==> config.mk <==
export PLATFORM = sky130hd
export DESIGN_NAME = repair_rx_flat
export DESIGN_NICKNAME = d
export VERILOG_FILES = /design/src/rtl/ucie_sb_msg_pkg.sv /design/src/rtl/repair_rx_if.sv /design/src/rtl/ltsm_timeout_counter.sv /design/src/rtl/repair_rx.sv /design/src/flat_wrapper.sv
export SDC_FILE = /design/constraint.sdc
export NUM_CORES = 1
export LEC_CHECK = 0
export ABC_AREA = 1
export BUFFER_PORTS_ARGS = -buffer_cell sky130_fd_sc_hd__buf_2
export CAP_MARGIN = 15
export CORE_MARGIN = 2
export CORE_UTILIZATION = 40
export CTS_CLUSTER_SIZE = 24
export DETAILED_ROUTE_END_ITERATION = 7
export REMOVE_ABC_BUFFERS = 1
export SLEW_MARGIN = 15
export SYNTH_ARGS = -nofsm -noshare
export SYNTH_HDL_FRONTEND = slang
export SYNTH_SLANG_ARGS = --single-unit
==> constraint.sdc <==
create_clock -name clk -period 2.7 [get_ports clk]
set_clock_uncertainty 0.1 [all_clocks]
set_input_delay 0.135 -clock clk [delete_from_list [all_inputs] [get_ports clk]]
set_output_delay 0.135 -clock clk [all_outputs]
set_load 0.01 [all_outputs]
==> src/rtl/ucie_sb_msg_pkg.sv <==
// Sideband message codes, lane-map encodings and REPAIR state encoding shared
// by the repair transmitter and responder.
package ucie_sb_msg_pkg;

    localparam logic [3:0] MSG_INIT_REQ     = 4'b0001;
    localparam logic [3:0] MSG_INIT_RESP    = 4'b0010;
    localparam logic [3:0] MSG_END_REQ      = 4'b0101;
    localparam logic [3:0] MSG_END_RESP     = 4'b0110;
    localparam logic [3:0] MSG_DEGRADE_REQ  = 4'b0111;
    localparam logic [3:0] MSG_DEGRADE_RESP = 4'b1000;

    localparam logic [2:0] LANES_ALL = 3'b011;
    localparam logic [2:0] LANES_LO  = 3'b001;
    localparam logic [2:0] LANES_HI  = 3'b010;

    typedef enum logic [2:0] {
        ST_IDLE,
        ST_WAIT_INIT,
        ST_WAIT_DEGRADE,
        ST_WAIT_END,
        ST_END_PEND,
        ST_TEST_FINISH,
        ST_ERROR
    } repair_state_e;

    function automatic logic is_legal_map(input logic [2:0] enc);
        return (enc == LANES_ALL) || (enc == LANES_LO) || (enc == LANES_HI);
    endfunction

endpackage

==> src/rtl/repair_rx_if.sv <==
// Sideband request/response signals between the sideband block and the
// REPAIR responder.
interface repair_rx_if;

    logic [3:0] i_sideband_message;
    logic       i_sideband_valid;
    logic [2:0] i_sideband_data_lanes_encoding;
    logic       i_busy_negedge_detected;
    logic       i_valid_tx;
    logic [3:0] o_sideband_message;
    logic       o_valid_rx;

    modport slave (
        input  i_sideband_message,
        input  i_sideband_valid,
        input  i_sideband_data_lanes_encoding,
        input  i_busy_negedge_detected,
        input  i_valid_tx,
        output o_sideband_message,
        output o_valid_rx
    );

    modport master (
        output i_sideband_message,
        output i_sideband_valid,
        output i_sideband_data_lanes_encoding,
        output i_busy_negedge_detected,
        output i_valid_tx,
        input  o_sideband_message,
        input  o_valid_rx
    );

endinterface

==> src/rtl/ltsm_timeout_counter.sv <==
// Wait-state watchdog shared by LTSM substates: counts enabled cycles and
// flags the last allowed cycle before the substate must give up.
module ltsm_timeout_counter #(
    parameter int TIMEOUT_CYCLES = 8000000
) (
    input  logic clk,
    input  logic rst_n,
    input  logic clr,
    input  logic en,
    output logic expired
);

    localparam int CNT_W = $clog2(TIMEOUT_CYCLES + 1);
    localparam logic [CNT_W-1:0] CNT_LAST = CNT_W'(TIMEOUT_CYCLES - 1);

    logic [CNT_W-1:0] cnt;

    assign expired = en && (cnt == CNT_LAST);

    // NOTE: sequential state uses non-blocking assignments so every flop
    // samples pre-edge values regardless of block ordering.
    always_ff @(posedge clk or negedge rst_n) begin
        if (!rst_n) begin
            cnt <= '0;
        end else if (clr) begin
            cnt <= '0;
        end else if (en && !expired) begin
            cnt <= cnt + 1'b1;
        end
    end

endmodule

==> src/rtl/repair_rx.sv <==
// MBTRAIN.REPAIR partner-side responder: answers the remote transmitter's
// init, apply-degrade and end requests and latches the negotiated lane map.
module repair_rx #(
    parameter int TIMEOUT_CYCLES = 8000000
) (
    input  logic        clk,
    input  logic        rst_n,
    input  logic        i_en,
    repair_rx_if.slave  sb,
    output logic [2:0]  o_lanes_map,
    output logic        o_test_ack,
    output logic        o_error
);

    import ucie_sb_msg_pkg::*;

    repair_state_e state, state_n;
    logic [3:0]    msg_q, msg_n;
    logic          valid_q, valid_n;
    logic          ack_q, ack_n;
    logic          err_q, err_n;
    logic [2:0]    map_q, map_n;

    logic rx_ok;
    logic valid_clear;
    logic waiting;
    logic expired;
    logic cnt_clr;

    // A new request is only considered while no response is outstanding.
    assign rx_ok       = sb.i_sideband_valid && !valid_q;
    assign valid_clear = valid_q && sb.i_busy_negedge_detected && !sb.i_valid_tx;
    assign waiting     = (state == ST_WAIT_INIT) || (state == ST_WAIT_DEGRADE) ||
                         (state == ST_WAIT_END)  || (state == ST_END_PEND);
    assign cnt_clr     = !i_en || (state_n != state);

    ltsm_timeout_counter #(
        .TIMEOUT_CYCLES(TIMEOUT_CYCLES)
    ) u_timeout (
        .clk    (clk),
        .rst_n  (rst_n),
        .clr    (cnt_clr),
        .en     (waiting),
        .expired(expired)
    );

    // NOTE: every always_comb output gets a default first, so no path can
    // leave one unassigned and infer a latch.
    always_comb begin
        state_n = state;
        msg_n   = msg_q;
        valid_n = valid_q;
        ack_n   = ack_q;
        err_n   = err_q;
        map_n   = map_q;

        if (valid_clear) valid_n = 1'b0;

        if (!i_en) begin
            state_n = ST_IDLE;
            msg_n   = '0;
            valid_n = 1'b0;
            ack_n   = 1'b0;
            err_n   = 1'b0;
        end else begin
            unique case (state)
                ST_IDLE: begin
                    msg_n   = '0;
                    valid_n = 1'b0;
                    ack_n   = 1'b0;
                    err_n   = 1'b0;
                    state_n = ST_WAIT_INIT;
                end
                ST_WAIT_INIT: begin
                    if (rx_ok && sb.i_sideband_message == MSG_INIT_REQ) begin
                        msg_n   = MSG_INIT_RESP;
                        valid_n = 1'b1;
                        state_n = ST_WAIT_DEGRADE;
                    end else if (expired) begin
                        valid_n = 1'b0;
                        err_n   = 1'b1;
                        state_n = ST_ERROR;
                    end
                end
                ST_WAIT_DEGRADE: begin
                    if (rx_ok && sb.i_sideband_message == MSG_DEGRADE_REQ) begin
                        if (is_legal_map(sb.i_sideband_data_lanes_encoding)) begin
                            map_n   = sb.i_sideband_data_lanes_encoding;
                            msg_n   = MSG_DEGRADE_RESP;
                            valid_n = 1'b1;
                            state_n = ST_WAIT_END;
                        end else begin
                            err_n   = 1'b1;
                            state_n = ST_ERROR;
                        end
                    end else if (expired) begin
                        valid_n = 1'b0;
                        err_n   = 1'b1;
                        state_n = ST_ERROR;
                    end
                end
                ST_WAIT_END: begin
                    if (rx_ok && sb.i_sideband_message == MSG_END_REQ) begin
                        msg_n   = MSG_END_RESP;
                        valid_n = 1'b1;
                        state_n = ST_END_PEND;
                    end else if (expired) begin
                        valid_n = 1'b0;
                        err_n   = 1'b1;
                        state_n = ST_ERROR;
                    end
                end
                ST_END_PEND: begin
                    // Done only once the END_RESP has actually left the sideband.
                    if (valid_clear) begin
                        ack_n   = 1'b1;
                        state_n = ST_TEST_FINISH;
                    end else if (expired) begin
                        valid_n = 1'b0;
                        err_n   = 1'b1;
                        state_n = ST_ERROR;
                    end
                end
                ST_TEST_FINISH: ack_n = 1'b1;
                ST_ERROR: begin
                    valid_n = 1'b0;
                    err_n   = 1'b1;
                end
                default: state_n = ST_IDLE;
            endcase
        end
    end

    always_ff @(posedge clk or negedge rst_n) begin
        if (!rst_n) begin
            state   <= ST_IDLE;
            msg_q   <= '0;
            valid_q <= 1'b0;
            ack_q   <= 1'b0;
            err_q   <= 1'b0;
            map_q   <= '0;
        end else begin
            state   <= state_n;
            msg_q   <= msg_n;
            valid_q <= valid_n;
            ack_q   <= ack_n;
            err_q   <= err_n;
            map_q   <= map_n;
        end
    end

    assign sb.o_sideband_message = msg_q;
    assign sb.o_valid_rx         = valid_q;
    assign o_lanes_map           = map_q;
    assign o_test_ack            = ack_q;
    assign o_error               = err_q;

endmodule

==> src/flat_wrapper.sv <==
// flat-port wrapper written by rule: the top's interface ports become plain ports
module repair_rx_flat import ucie_sb_msg_pkg::*;
#(
    parameter int TIMEOUT_CYCLES = 8000000
)
  (clk, rst_n, i_en, o_lanes_map, o_test_ack, o_error, sb_i_sideband_message, sb_i_sideband_valid, sb_i_sideband_data_lanes_encoding, sb_i_busy_negedge_detected, sb_i_valid_tx, sb_o_sideband_message, sb_o_valid_rx);
  repair_rx_if sb_i ();
  input  logic clk;
  input  logic rst_n;
  input  logic i_en;
  output logic [2:0] o_lanes_map;
  output logic o_test_ack;
  output logic o_error;
  input wire logic [$bits(sb_i.i_sideband_message)-1:0] sb_i_sideband_message;
  input wire logic [$bits(sb_i.i_sideband_valid)-1:0] sb_i_sideband_valid;
  input wire logic [$bits(sb_i.i_sideband_data_lanes_encoding)-1:0] sb_i_sideband_data_lanes_encoding;
  input wire logic [$bits(sb_i.i_busy_negedge_detected)-1:0] sb_i_busy_negedge_detected;
  input wire logic [$bits(sb_i.i_valid_tx)-1:0] sb_i_valid_tx;
  output wire logic [$bits(sb_i.o_sideband_message)-1:0] sb_o_sideband_message;
  output wire logic [$bits(sb_i.o_valid_rx)-1:0] sb_o_valid_rx;
  assign sb_i.i_sideband_message = sb_i_sideband_message;
  assign sb_i.i_sideband_valid = sb_i_sideband_valid;
  assign sb_i.i_sideband_data_lanes_encoding = sb_i_sideband_data_lanes_encoding;
  assign sb_i.i_busy_negedge_detected = sb_i_busy_negedge_detected;
  assign sb_i.i_valid_tx = sb_i_valid_tx;
  assign sb_o_sideband_message = sb_i.o_sideband_message;
  assign sb_o_valid_rx = sb_i.o_valid_rx;
  repair_rx #(.TIMEOUT_CYCLES(TIMEOUT_CYCLES)) u_core (.clk(clk), .rst_n(rst_n), .i_en(i_en), .sb(sb_i), .o_lanes_map(o_lanes_map), .o_test_ack(o_test_ack), .o_error(o_error));
endmodule
Yosys cells after proc, flatten, opt, wreduce, memory -nomap -nowiden. Index checks and enable logic that the tools add are counted.

$add $sub $neg: 1. Equal/unequal tests: 26. Mux-type cells: 36. Reductions and logical operators: 26.

Operator list (count): $mux 23 (2); $add 23x1->23 const B (1); $eq 23x23->1 const B (1); $mux 3 (7); $ne 3x3->1 const B (7); $mux 4 (5); $pmux 3 s6 (1); $mux 1 (17); $pmux 4 s4 (1); $eq 3x2->1 const B (4); $reduce_and 5->1 (2); $eq 3x3->1 const B (3); $eq 4x3->1 const B (2); $logic_and 1x1->1 (8); $ne 7x1->1 const B (1); $eq 3x1->1 const B (2); $logic_or 1x1->1 (6); $pmux 1 s6 (1); $ne 5x1->1 const B (1); $pmux 1 s5 (1); $eq 4x1->1 const B (1); $logic_not 1->1 (4); $ne 4x1->1 const B (1); $ne 4x4->1 const B (1); other kinds (8) (9).

Flip-flop bits (word level): 36. Input bits: 13. Output and inout bits: 10.

Longest topological paths before layout. Gate-level depths: netlist of the first run.

Depth in word-level cells: 12. Depth in mapped cells: 15.

Cells and area by module. From an unflattened synthesis of the first run, not the netlist that was laid out.

Cell total of the unflattened synthesis: 394. Area, all modules: 2517.4 um^2.

Modules (own cells, without submodules): ltsm_timeout_counter (times used 1, cells each 249, area an instance 1631.6 um^2, sequential area each 575.6 um^2); repair_rx (times used 1, cells each 145, area an instance 885.8 um^2, sequential area each 300.3 um^2).

Worst setup path after synthesis of the first run. No wires, ideal clock.

Kind: flip-flop to flip-flop. From: reg u_core.u_timeout.cnt[0]. To: reg u_core.u_timeout.cnt[12]. Arrival time: 1.667 ns. Slack: 0.813 ns. Cell stages (with the launch flop): 10. Buffers on the path: 0. Cells stage by stage: dfrtp_1 -> ha_1 -> nand3_1 -> nor2_1 -> nand3_1 -> nand4_1 -> nor3_1 -> nand3_1 -> o21ai_0 -> nor2_1.

Longest elaborated chain between the ends: 9.

Ends and longest elaborated chain: from (decl) (line ltsm_timeout_counter.sv:16) `logic [CNT_W-1:0] cnt;`; from (signal assigned) (line ltsm_timeout_counter.sv:28) `cnt <= cnt + 1'b1;`; $eq 23x23->1 (line ltsm_timeout_counter.sv:18) `assign expired = en && (cnt == CNT_LAST);`; $logic_and 1x1->1 (line ltsm_timeout_counter.sv:18); $mux 3; $mux 3, on equally long branches; $pmux 3 s6 (line repair_rx.sv:66) `unique case (state)`; $mux 3 (line repair_rx.sv:59) `if (!i_en) begin`; $ne 3x3->1 (line repair_rx.sv:35) `assign cnt_clr = !i_en || (state_n != state);`; $logic_or 1x1->1 (line repair_rx.sv:35); $mux 23 or $reduce_bool 2->1 (tied branches).

Several ways; a longest one is shown, not always the timed one. The select of a mux whose other input is x is not followed. A chain may end at the register's enable or synchronous reset.

Worst setup path after layout of the first run.
From: reg u_core.u_timeout.cnt[0]. To: reg u_core.u_timeout.cnt[20].

The elaborated chain is that of the path after synthesis.

==> impl_metrics.ini, run 1 <==
[synthesis]
synth_top_area_cell = dfrtp_1
synth_top_area_share_pct = 38.34
syn-cell-area_um2 = 2285
synth.area.mux_share_pct = 0
yosys.area_share.simple_pct = 39.32
synth_xor_xnor_area_share_pct = 3.450
yosys_warnings = 0
ys_types = 32
synth.most_common_cell = nand2_1
synth_compound_area_share_pct = 8.379
synth_edf_count = 0
synth_adder_area_share_pct = 0.5476
async_flop_share_pct = 100.0
ys_seq_area_share_pct = 38.34
ys_top_cells_by_count = nand2_1, nor2_1, inv_1
synth_seq_cells = 35
syn_avg_cell_area_um2 = 6.840
netlist_top_cells_area = dfrtp_1, nand2_1, nor2_1, inv_1, nand3_1
synthFlopType = dfrtp_1
synth_top_family_by_area = simple AND/OR/NAND/NOR gates
synthCells = 334

[pwr]
clockPowerShare_pct = 39.9
powerDensity_nw_per_um2 = 404.3
p_comb_share_pct = 9.0
switching_share_pct = 24.16
p_leak_nw = 1.282
p_sw_uw = 251.5
vdd.ir_drop.worst_uv = 269.2
p_seq_share_pct = 51.2
intPower_uw = 789.6

[grt]
grt_max_degree = 36
overflow = 0
grt_use_total_pct = 19.08
first_global_vias = 2074
antenna_found_initial = 0
grt_pass1_wl_um = 9535

[setup_path]
cpMostUsedCell = nand2_1
crit_family = simple AND/OR/NAND/NOR gates
startpoint_type = flip-flop
cpPeakStageDelay_ns = 0.39
crit_buf_inv = 3
endpoint_kind = flip-flop
path_class = flip-flop to flip-flop
cp_data_required_time_ns = 2.76
slowest_stage = dfrtp_1
crit_chain = ha_1 -> nand3_1 -> inv_1 -> nand2_1 -> nor2_1 -> nand3_4 -> nand2_1 -> nand2_1 -> nand2_1 -> nor2_1 -> nand2_1 -> inv_2 -> nand3_2 -> buf_4 -> nor2_1
cp_max_fo = 21
critPathArrivalTime_ns = 2.31

[clock_network]
cts_buffers = 5
insertion_delay_ns = 0.28
cts_sinks = 35
clock_path_buffers = 2
cts_tree = done
htree_levels = 2
cts_root_buf = clkbuf_8
path_clk_slew_ns = 0.07

[floorplanning]
rows = 27
die_y_um = 79.58
dieArea_um2 = 6332
core_um2 = 5507
start_util_pct = 41.49
die_w_um = 79.58
num_io_pins = 23

[finish]
drive_gt1_share_pct = 13.22
fill_cells = 588
layout-area-overhead-vs-synth_pct = 12.71
fin_area_um2 = 2575
fin_nets = 376
n_antenna_cell = 0

[job]
drv_cap = 0

[route]
via_count = 2163
wl_met1_um = 2763
antenna_left = 0
wl_per_cell_um = 12.24
routed_via_density = 4.972
drt_iter0_drc = 139
first_pass_iters = 4
wl_met3_um = 276
top_layer = met4
wl_met2_um = 2236
drc_errors = 0
routed_wl_um = 5326

[outcome]
status = completed

[timing]
timing.setup.tns_ns = 0
timing.final.crit_share_pct = 83.44
maxSlewViolCount = 0
fin_crit_ns = 2.253
fmax_mhz = 443.9
worst_pin_slew_ns = 0.7845
finalSetupViolCount = 0
maxSlewHeadroom_pct = 47.70
hold_viol = 0
rsz0062_at_grt = no

[hold_path]
hold_path.class = input port to flip-flop

[place]
portBuffers = 21
place_area_um2 = 2465
hpwl_um = 4124
gp_congestion = 0.9462
==> cell usage in the layout (no fill, tap or decap), types with 3 or more instances in the layout <==
master and n:
nand2_2 3, xor2_1 9, nand4_1 13, buf_2 21, nand2_1 83, dfrtp_1 35, o21ai_0 15, nand3_1 24
a21oi_1 6, nor3_1 7, a21oi_2 3, inv_1 48, o31ai_1 3, nor2_1 62, clkbuf_8 7
==> state kept, by name (all words and copies together) (netlist names) <==
| signal | cells |
|---|---|
| u_core.u_timeout.cnt | 23 |
| u_core.state | 3 |
| u_core.sb.o_valid_rx | 1 |
| u_core.o_test_ack | 1 |
| u_core.o_error | 1 |
| u_core.sb.o_sideband_message | 3 |
| u_core.o_lanes_map | 3 |
==> power by group through the flow <==
stage	sequential, mW	combinational, mW	clock, mW
after floorplan	0.543	0.0531	0
after detailed placement	0.543	0.0928	0
after global routing	0.534	0.105	0.455
final	0.533	0.0933	0.415
after CTS	0.533	0.0941	0.429
after global placement	0.543	0.0921	0
==> layout make-up <==
cell class | instances | area [um^2] | area share [%]
inverters | 51 | 193.9 | 7.532
multi-input cells | 245 | 1185 | 46.02
well taps | 72 | 90.09 | 3.499
repair buffers | 24 | 130.1 | 5.053
flip-flops and latches | 35 | 875.8 | 34.01
clock buffers | 8 | 100.1 | 3.887
==> worst reg2reg max path, delay by kind of cell (launching register included) <==
family / cells / cell delay, ns
DFF: 1 / 0.39
buffers and inverters: 3 / 0.41
and+or+nand+nor: 11 / 1.03
adders and majority gates: 1 / 0.21
==> routing by layer <==
layer	track usage (%)	up-vias
met4	5.517	0
met3	3.620	2
li1	-	1124
met2	28.40	57
met1	28.09	980
met5	0	-
==> cell families after synthesis <==
group | count (synthesis)
buf+inv | 54
compound gates | 32
xor+xnor | 9
other cells | 1
fa+ha+maj | 1
simple gates | 202
flops | 35
==> path summary, 6_finish.rpt <==
kind / slack [ns] / from / end / cells after the start
min in group asynchronous: 0.39 / rst_n / u_core.o_test_ack$_DFFE_PN0P_ / 2
min: 0.04 / sb_i_sideband_data_lanes_encoding[1] / u_core.o_lanes_map[1]$_DFFE_PN0P_ / 3
min reg2reg: 0.38 / u_core.sb.o_sideband_message[3]$_DFFE_PN0P_ / u_core.sb.o_sideband_message[3]$_DFFE_PN0P_ / 2
max: 0.45 / u_core.u_timeout.cnt[0]$_DFFE_PN0P_ / u_core.u_timeout.cnt[20]$_DFFE_PN0P_ / 15
max in group asynchronous: 1.62 / rst_n / u_core.u_timeout.cnt[18]$_DFFE_PN0P_ / 2
max reg2reg: 0.45 / u_core.u_timeout.cnt[0]$_DFFE_PN0P_ / u_core.u_timeout.cnt[20]$_DFFE_PN0P_ / 15
==> timing repair <==
item | 4_1_cts | 5_1_grt
resized for setup | 0 | 0
buffers inserted | 0 | 0
endpoints found under the hold margin | 35 | 0
hold buffers | 1 | 0
==> stage by stage <==
step | worst slack [ns] | cells | utilization, % | hold WS, ns | power, mW
2_1_floorplan | 0.6834 | 331 | - | -0.2606 | 0.5959
3_3_place_gp | 0.5352 | 426 | 44.76 | 0.1741 | 0.6346
3_5_place_dp | 0.4916 | 426 | 44.76 | 0.1754 | 0.6357
4_1_cts | 0.4760 | 435 | 46.76 | 0.04223 | 1.056
5_1_grt | 0.2440 | 435 | 46.76 | 0.06053 | 1.094
6_report | 0.4472 | 435 | 46.76 | 0.04028 | 1.041
(Power assumes the default switching activity.)
==> run 2, diff against run 1 <==
==> constraint.sdc (replaced) <==
create_clock -name clk -period 2.1 [get_ports clk]
set_clock_uncertainty 0.1 [all_clocks]
set_input_delay 0.105 -clock clk [delete_from_list [all_inputs] [get_ports clk]]
set_output_delay 0.105 -clock clk [all_outputs]
set_load 0.01 [all_outputs]
==> run 2 against run 1 <==
Net effect: wire length increased by 6.9%; die area unchanged; via count increased by 3.6%; maximum frequency increased by 13%; design area increased by 11%; register-to-register slack got worse by 0.35 ns; clock power increased by 16%; first-iteration DRC count unchanged.
==> impl_metrics.ini, run 2 (synthesis results as in run 1) <==
[finish]
n_antenna_cell = 0
drive_gt1_share_pct = 24.42
fin_area_um2 = 2846
seq_area_um2 = 879.6
largest_reg_flops = 23
multi_input_area_um2 = 1261
fill_cells = 560
final_cell_mix = nand2_1, nor2_1, inv_1
fin_nets = 402
regMostFlops = u_core.u_timeout.cnt
layoutNonFillerInstCount = 461
mostFrequentLayoutCell = nand2_1
final_util_pct = 51.69
layout-area-overhead-vs-synth_pct = 24.59

[clock_network]
cts_tree = done
cts_sinks = 35
path_clk_slew_ns = 0.07
cts_buffers = 5
cts_root_buf = clkbuf_8
htree_levels = 2
insertion_delay_ns = 0.30
clock_path_buffers = 2

[timing]
hold_viol = 0
fin_crit_ns = 1.999
worst_pin_slew_ns = 0.8094
timing.setup.tns_ns = 0
maxSlewHeadroom_pct = 46.04
finalSetupViolCount = 0
maxSlewViolCount = 0
fmax_mhz = 500.3
rsz0062_at_grt = yes
timing.final.crit_share_pct = 95.17

[grt]
grt_pass1_wl_um = 9584
first_global_vias = 2060
grt_max_degree = 36
grt_use_total_pct = 19.46
antenna_found_initial = 0
overflow = 0

[place]
portBuffers = 21
place_area_um2 = 2605
gp_congestion = 0.9091
placedCellCount = 443
hpwl_um = 4197

[route]
routed_wl_um = 5691
first_pass_iters = 4
drt_iter0_drc = 139
wl_per_cell_um = 12.34
via_count = 2240
routed_via_density = 4.859
drc_errors = 0
antenna_left = 0

[setup_path]
startpoint_type = flip-flop
cp_data_required_time_ns = 2.19
worstReg2RegStart = u_core.u_timeout.cnt[10]$_DFFE_PN0P_
critPathArrivalTime_ns = 2.09
rr_endpoint = u_core.u_timeout.cnt[15]$_DFFE_PN0P_
worst-r2r-setup-slack_ns = 0.10
endpoint_kind = flip-flop
cp_max_fo = 5
reg2reg_depth = 12
path_class = flip-flop to flip-flop

[floorplanning]
core_um2 = 5507
start_util_pct = 41.49
die_y_um = 79.58
rows = 27
num_io_pins = 23
die_w_um = 79.58
dieArea_um2 = 6332

[pwr]
powerDensity_nw_per_um2 = 462.2
p_leak_nw = 1.405
vdd.ir_drop.worst_uv = 218.1

[hold_path]
hold_path.class = input port to flip-flop
hold_end = u_core.o_lanes_map[0]$_DFFE_PN0P_
hp-start = sb_i_sideband_data_lanes_encoding[0]
hold_depth = 3

[job]
drv_cap = 0

[outcome]
status = completed
## run 2: how the worst max path moves through the flow
stage                                         start                                   end  depth (start not counted)
2_1_floorplan   u_core.u_timeout.cnt[0]$_DFFE_PN0P_  u_core.u_timeout.cnt[19]$_DFFE_PN0P_                         13
3_3_place_gp         u_core.sb.o_valid_rx$_DFF_PN0_  u_core.u_timeout.cnt[19]$_DFFE_PN0P_                         12
3_5_place_dp    u_core.u_timeout.cnt[0]$_DFFE_PN0P_  u_core.u_timeout.cnt[19]$_DFFE_PN0P_                         14
4_1_cts         u_core.u_timeout.cnt[0]$_DFFE_PN0P_  u_core.u_timeout.cnt[19]$_DFFE_PN0P_                         14
5_1_grt                   u_core.state[1]$_DFF_PN0_  u_core.u_timeout.cnt[19]$_DFFE_PN0P_                         13
6_report       u_core.u_timeout.cnt[10]$_DFFE_PN0P_  u_core.u_timeout.cnt[15]$_DFFE_PN0P_                         12
## run 2: metal layers
| layer | up-vias | wire (um) | GRT usage, % |
|---|---|---|---|
| li1 | 1172 | - | - |
| met3 | 5 | 284 | 3.733 |
| met5 | - | 0 | 0 |
| met1 | 1016 | 2910 | 29.24 |
| met2 | 47 | 2418 | 28.15 |
| met4 | 0 | 76 | 5.690 |
## run 2: layout make-up
| cell class | count | area share, % |
|---|---|---|
| Clock buffer | 7 | 2.681 |
| Clock inverter | 1 | 0.1758 |
| Inverter | 51 | 6.813 |
| Multi-Input combinational cell | 245 | 44.31 |
| Sequential cell | 35 | 30.90 |
| Tap cell | 72 | 3.165 |
| Timing Repair Buffer | 50 | 11.96 |
## run 2: worst max-delay path, cell delays in order (launching register included)
cell and delay, ns:
dfrtp_1 0.43, buf_4 0.15, nor2_1 0.11, nand2_1 0.07
nor2_1 0.15, nand3_1 0.17, nand4_1 0.15, nor2_1 0.07
nand2_1 0.14, inv_1 0.09, nand2_1 0.08, xor2_1 0.15
nor2_1 0.05
## run 2: where the power goes
group	internal [mW]	switching, mW	leakage, nW
registers	0.680	0.00459	0.482
clock network	0.233	0.247	0.0422
logic	0.0579	0.0941	0.881
## run 2: what timing repair did
| action | in CTS | in global routing |
|---|---|---|
| hold buffers | 2 | 0 |
| setup endpoints to repair | 0 | 22 |
| hold endpoints to repair | 36 | 0 |
| buffers inserted | 0 | 8 |
| gates resized for setup | 0 | 26 |
## run 2: per-stage QoR
step	total power [mW]	hold slack [ns]	worst slack, ns
after CTS	1.319	0.004799	0.04486
after global routing	1.381	0.04676	-0.04931
after global placement	0.8356	0.1452	0.06723
final	1.316	0.004742	0.1014
after detailed placement	0.8364	0.1456	0.06100
after floorplan	0.7662	-0.2906	0.08340
==> run 3, diff against run 2 <==
--- a/config.mk
+++ b/config.mk
@@ -9,9 +9,10 @@
 export BUFFER_PORTS_ARGS = -buffer_cell sky130_fd_sc_hd__buf_2
 export CAP_MARGIN = 15
 export CORE_MARGIN = 2
-export CORE_UTILIZATION = 40
+export CORE_UTILIZATION = 50
 export CTS_CLUSTER_SIZE = 24
 export DETAILED_ROUTE_END_ITERATION = 7
+export PLACE_DENSITY = 0.69
 export REMOVE_ABC_BUFFERS = 1
 export SLEW_MARGIN = 15
 export SYNTH_ARGS = -nofsm -noshare
==> run 3 against run 2 <==
Net effect: register-to-register slack lost 0.06 ns; setup slack worse by 0.063 ns; maximum frequency decreased by 3.0%; sequential cell count unchanged; clock power is 1% lower; non-clock buffer count rose by 6; via count grew 4.9%; worst hold slack better by 0.054 ns; wire length grew 2.4%.
==> impl_metrics.ini, run 3 (synthesis results as in run 1) <==
[timing]
timing.setup.tns_ns = 0
fmax_mhz = 485.1
timing.final.crit_share_pct = 98.16
fin_crit_ns = 2.061
hold_viol = 0
finalSetupViolCount = 0
hold-worst-slack_ns = 0.05905
maxSlewViolCount = 0
maxSlewHeadroom_pct = 46.82
rsz0062_at_grt = yes
worst_pin_slew_ns = 0.7977

[pwr]
powerDensity_nw_per_um2 = 453.5
vdd.ir_drop.worst_uv = 324.7
clockPowerShare_pct = 35.4
p_sw_uw = 352.2
switching_share_pct = 26.34
p_comb_share_pct = 13.3
intPower_uw = 984.7
p_total_mw = 1.337
p_leak_nw = 1.450
p_seq_share_pct = 51.3

[clock_network]
path_clk_slew_ns = 0.07
cts_root_buf = clkbuf_8
clock_path_buffers = 2
htree_levels = 2
cts_buffers = 5
cts_tree = done
insertion_delay_ns = 0.29
cts_sinks = 35

[hold_path]
hold_end = u_core.o_lanes_map[2]$_DFFE_PN0P_
hold_path.class = input port to flip-flop
hp-start = i_en
hold_depth = 2

[route]
drt_iter0_drc = 204
routed_via_density = 5.257
antenna_left = 0
first_pass_iters = 4
wl_per_cell_um = 13.03
routed_wl_um = 5825
drc_errors = 0
via_count = 2350

[grt]
grt_use_met3_pct = 3.235
met2_usage_pct = 31.79
first_global_vias = 2019
met1_usage_pct = 36.59
grt_max_degree = 36
grt_pass1_wl_um = 9349
grt_use_total_pct = 23.14
overflow = 0
busiest_layer = met1
antenna_found_initial = 0

[job]
drv_cap = 0

[floorplanning]
die_y_um = 71.60
rows = 24
dieArea_um2 = 5126
die_w_um = 71.60
num_io_pins = 23
core_um2 = 4384
start_util_pct = 52.11

[finish]
layout-area-overhead-vs-synth_pct = 29.03
fin_nets = 408
n_antenna_cell = 0
largest_reg_flops = 23
drive_gt1_share_pct = 27.34
mostFrequentLayoutCell = nand2_1
fin_area_um2 = 2948
regMostFlops = u_core.u_timeout.cnt
final_cell_mix = nand2_1, nor2_1, inv_1
final_util_pct = 67.24

[setup_path]
cp_data_required_time_ns = 2.22
crit_chain = nor2_2 -> nand4_1 -> o21ai_1 -> inv_1 -> nand2_2 -> nand2_2 -> nor2_1 -> nand2_1 -> inv_2 -> nand3_4 -> clkbuf_16 -> a21oi_4
startpoint_type = flip-flop
worstReg2RegStart = u_core.sb.o_valid_rx$_DFF_PN0_
rr_endpoint = u_core.u_timeout.cnt[1]$_DFFE_PN0P_
cpPeakStageDelay_ns = 0.39
path_class = flip-flop to flip-flop
slowest_stage = dfrtp_1
critPathLaunch = u_core.sb.o_valid_rx$_DFF_PN0_
worst-r2r-setup-slack_ns = 0.04
reg2reg_depth = 12
cp_max_fo = 5
endpoint_kind = flip-flop
cpMostUsedCell = nand2_2
critPathArrivalTime_ns = 2.18

[outcome]
status = completed

[place]
hpwl_um = 4026
gp_congestion = 0.8965
place_area_um2 = 2557
portBuffers = 21
## run 3: cell type report
cell class	instances	area (um^2)
Tap cell	52	65.06
Clock buffer	7	76.32
Fill cell	374	1436
Timing Repair Buffer	56	412.9
Multi-Input combinational cell	245	1318
Clock inverter	1	5.005
Sequential cell	35	877.1
Inverter	51	193.9
## run 3: timing repair
| action | in CTS | in global routing |
|---|---|---|
| setup buffers | 0 | 14 |
| resized for setup | 0 | 42 |
| setup endpoints to repair | 0 | 23 |
| hold buffers | 3 | 0 |
| hold endpoints to repair | 37 | 0 |
## run 3: worst max-delay path: cells and delay by family, from the launching register on
family	cells	cell delay [ns]
AOI/OAI and AO/OA	2	0.39
buffers and inverters	3	0.35
DFF	1	0.39
and+or+nand+nor	7	0.77
## run 3: how the worst max path moves through the flow
stage                                            to  slack (ns)
6_report        u_core.u_timeout.cnt[1]$_DFFE_PN0P_        0.04
5_1_grt         u_core.u_timeout.cnt[1]$_DFFE_PN0P_       -0.11
4_1_cts        u_core.u_timeout.cnt[19]$_DFFE_PN0P_        0.01
3_5_place_dp   u_core.u_timeout.cnt[19]$_DFFE_PN0P_        0.03
3_3_place_gp   u_core.u_timeout.cnt[19]$_DFFE_PN0P_        0.09
2_1_floorplan  u_core.u_timeout.cnt[19]$_DFFE_PN0P_        0.08
## run 3: per-layer routing
metal	vias up	share of wire, %
met1	1102	49
met3	10	5.1
met4	0	1.6
li1	1182	-
met5	-	0
met2	56	44
## run 3: power groups by stage
stage | registers [mW] | logic (mW) | clock network [mW]
after floorplan | 0.698 | 0.0683 | 0
after global placement | 0.696 | 0.135 | 0
after detailed placement | 0.696 | 0.137 | 0
after CTS | 0.683 | 0.142 | 0.490
after global routing | 0.686 | 0.196 | 0.500
final | 0.685 | 0.178 | 0.474
## run 3: metrics by stage
stage,instances,worst slack [ns]
floorplan,331,0.08340
global placement,420,0.09272
detailed placement,420,0.03067
CTS,431,0.009831
global route,447,-0.1106
finish,447,0.03874
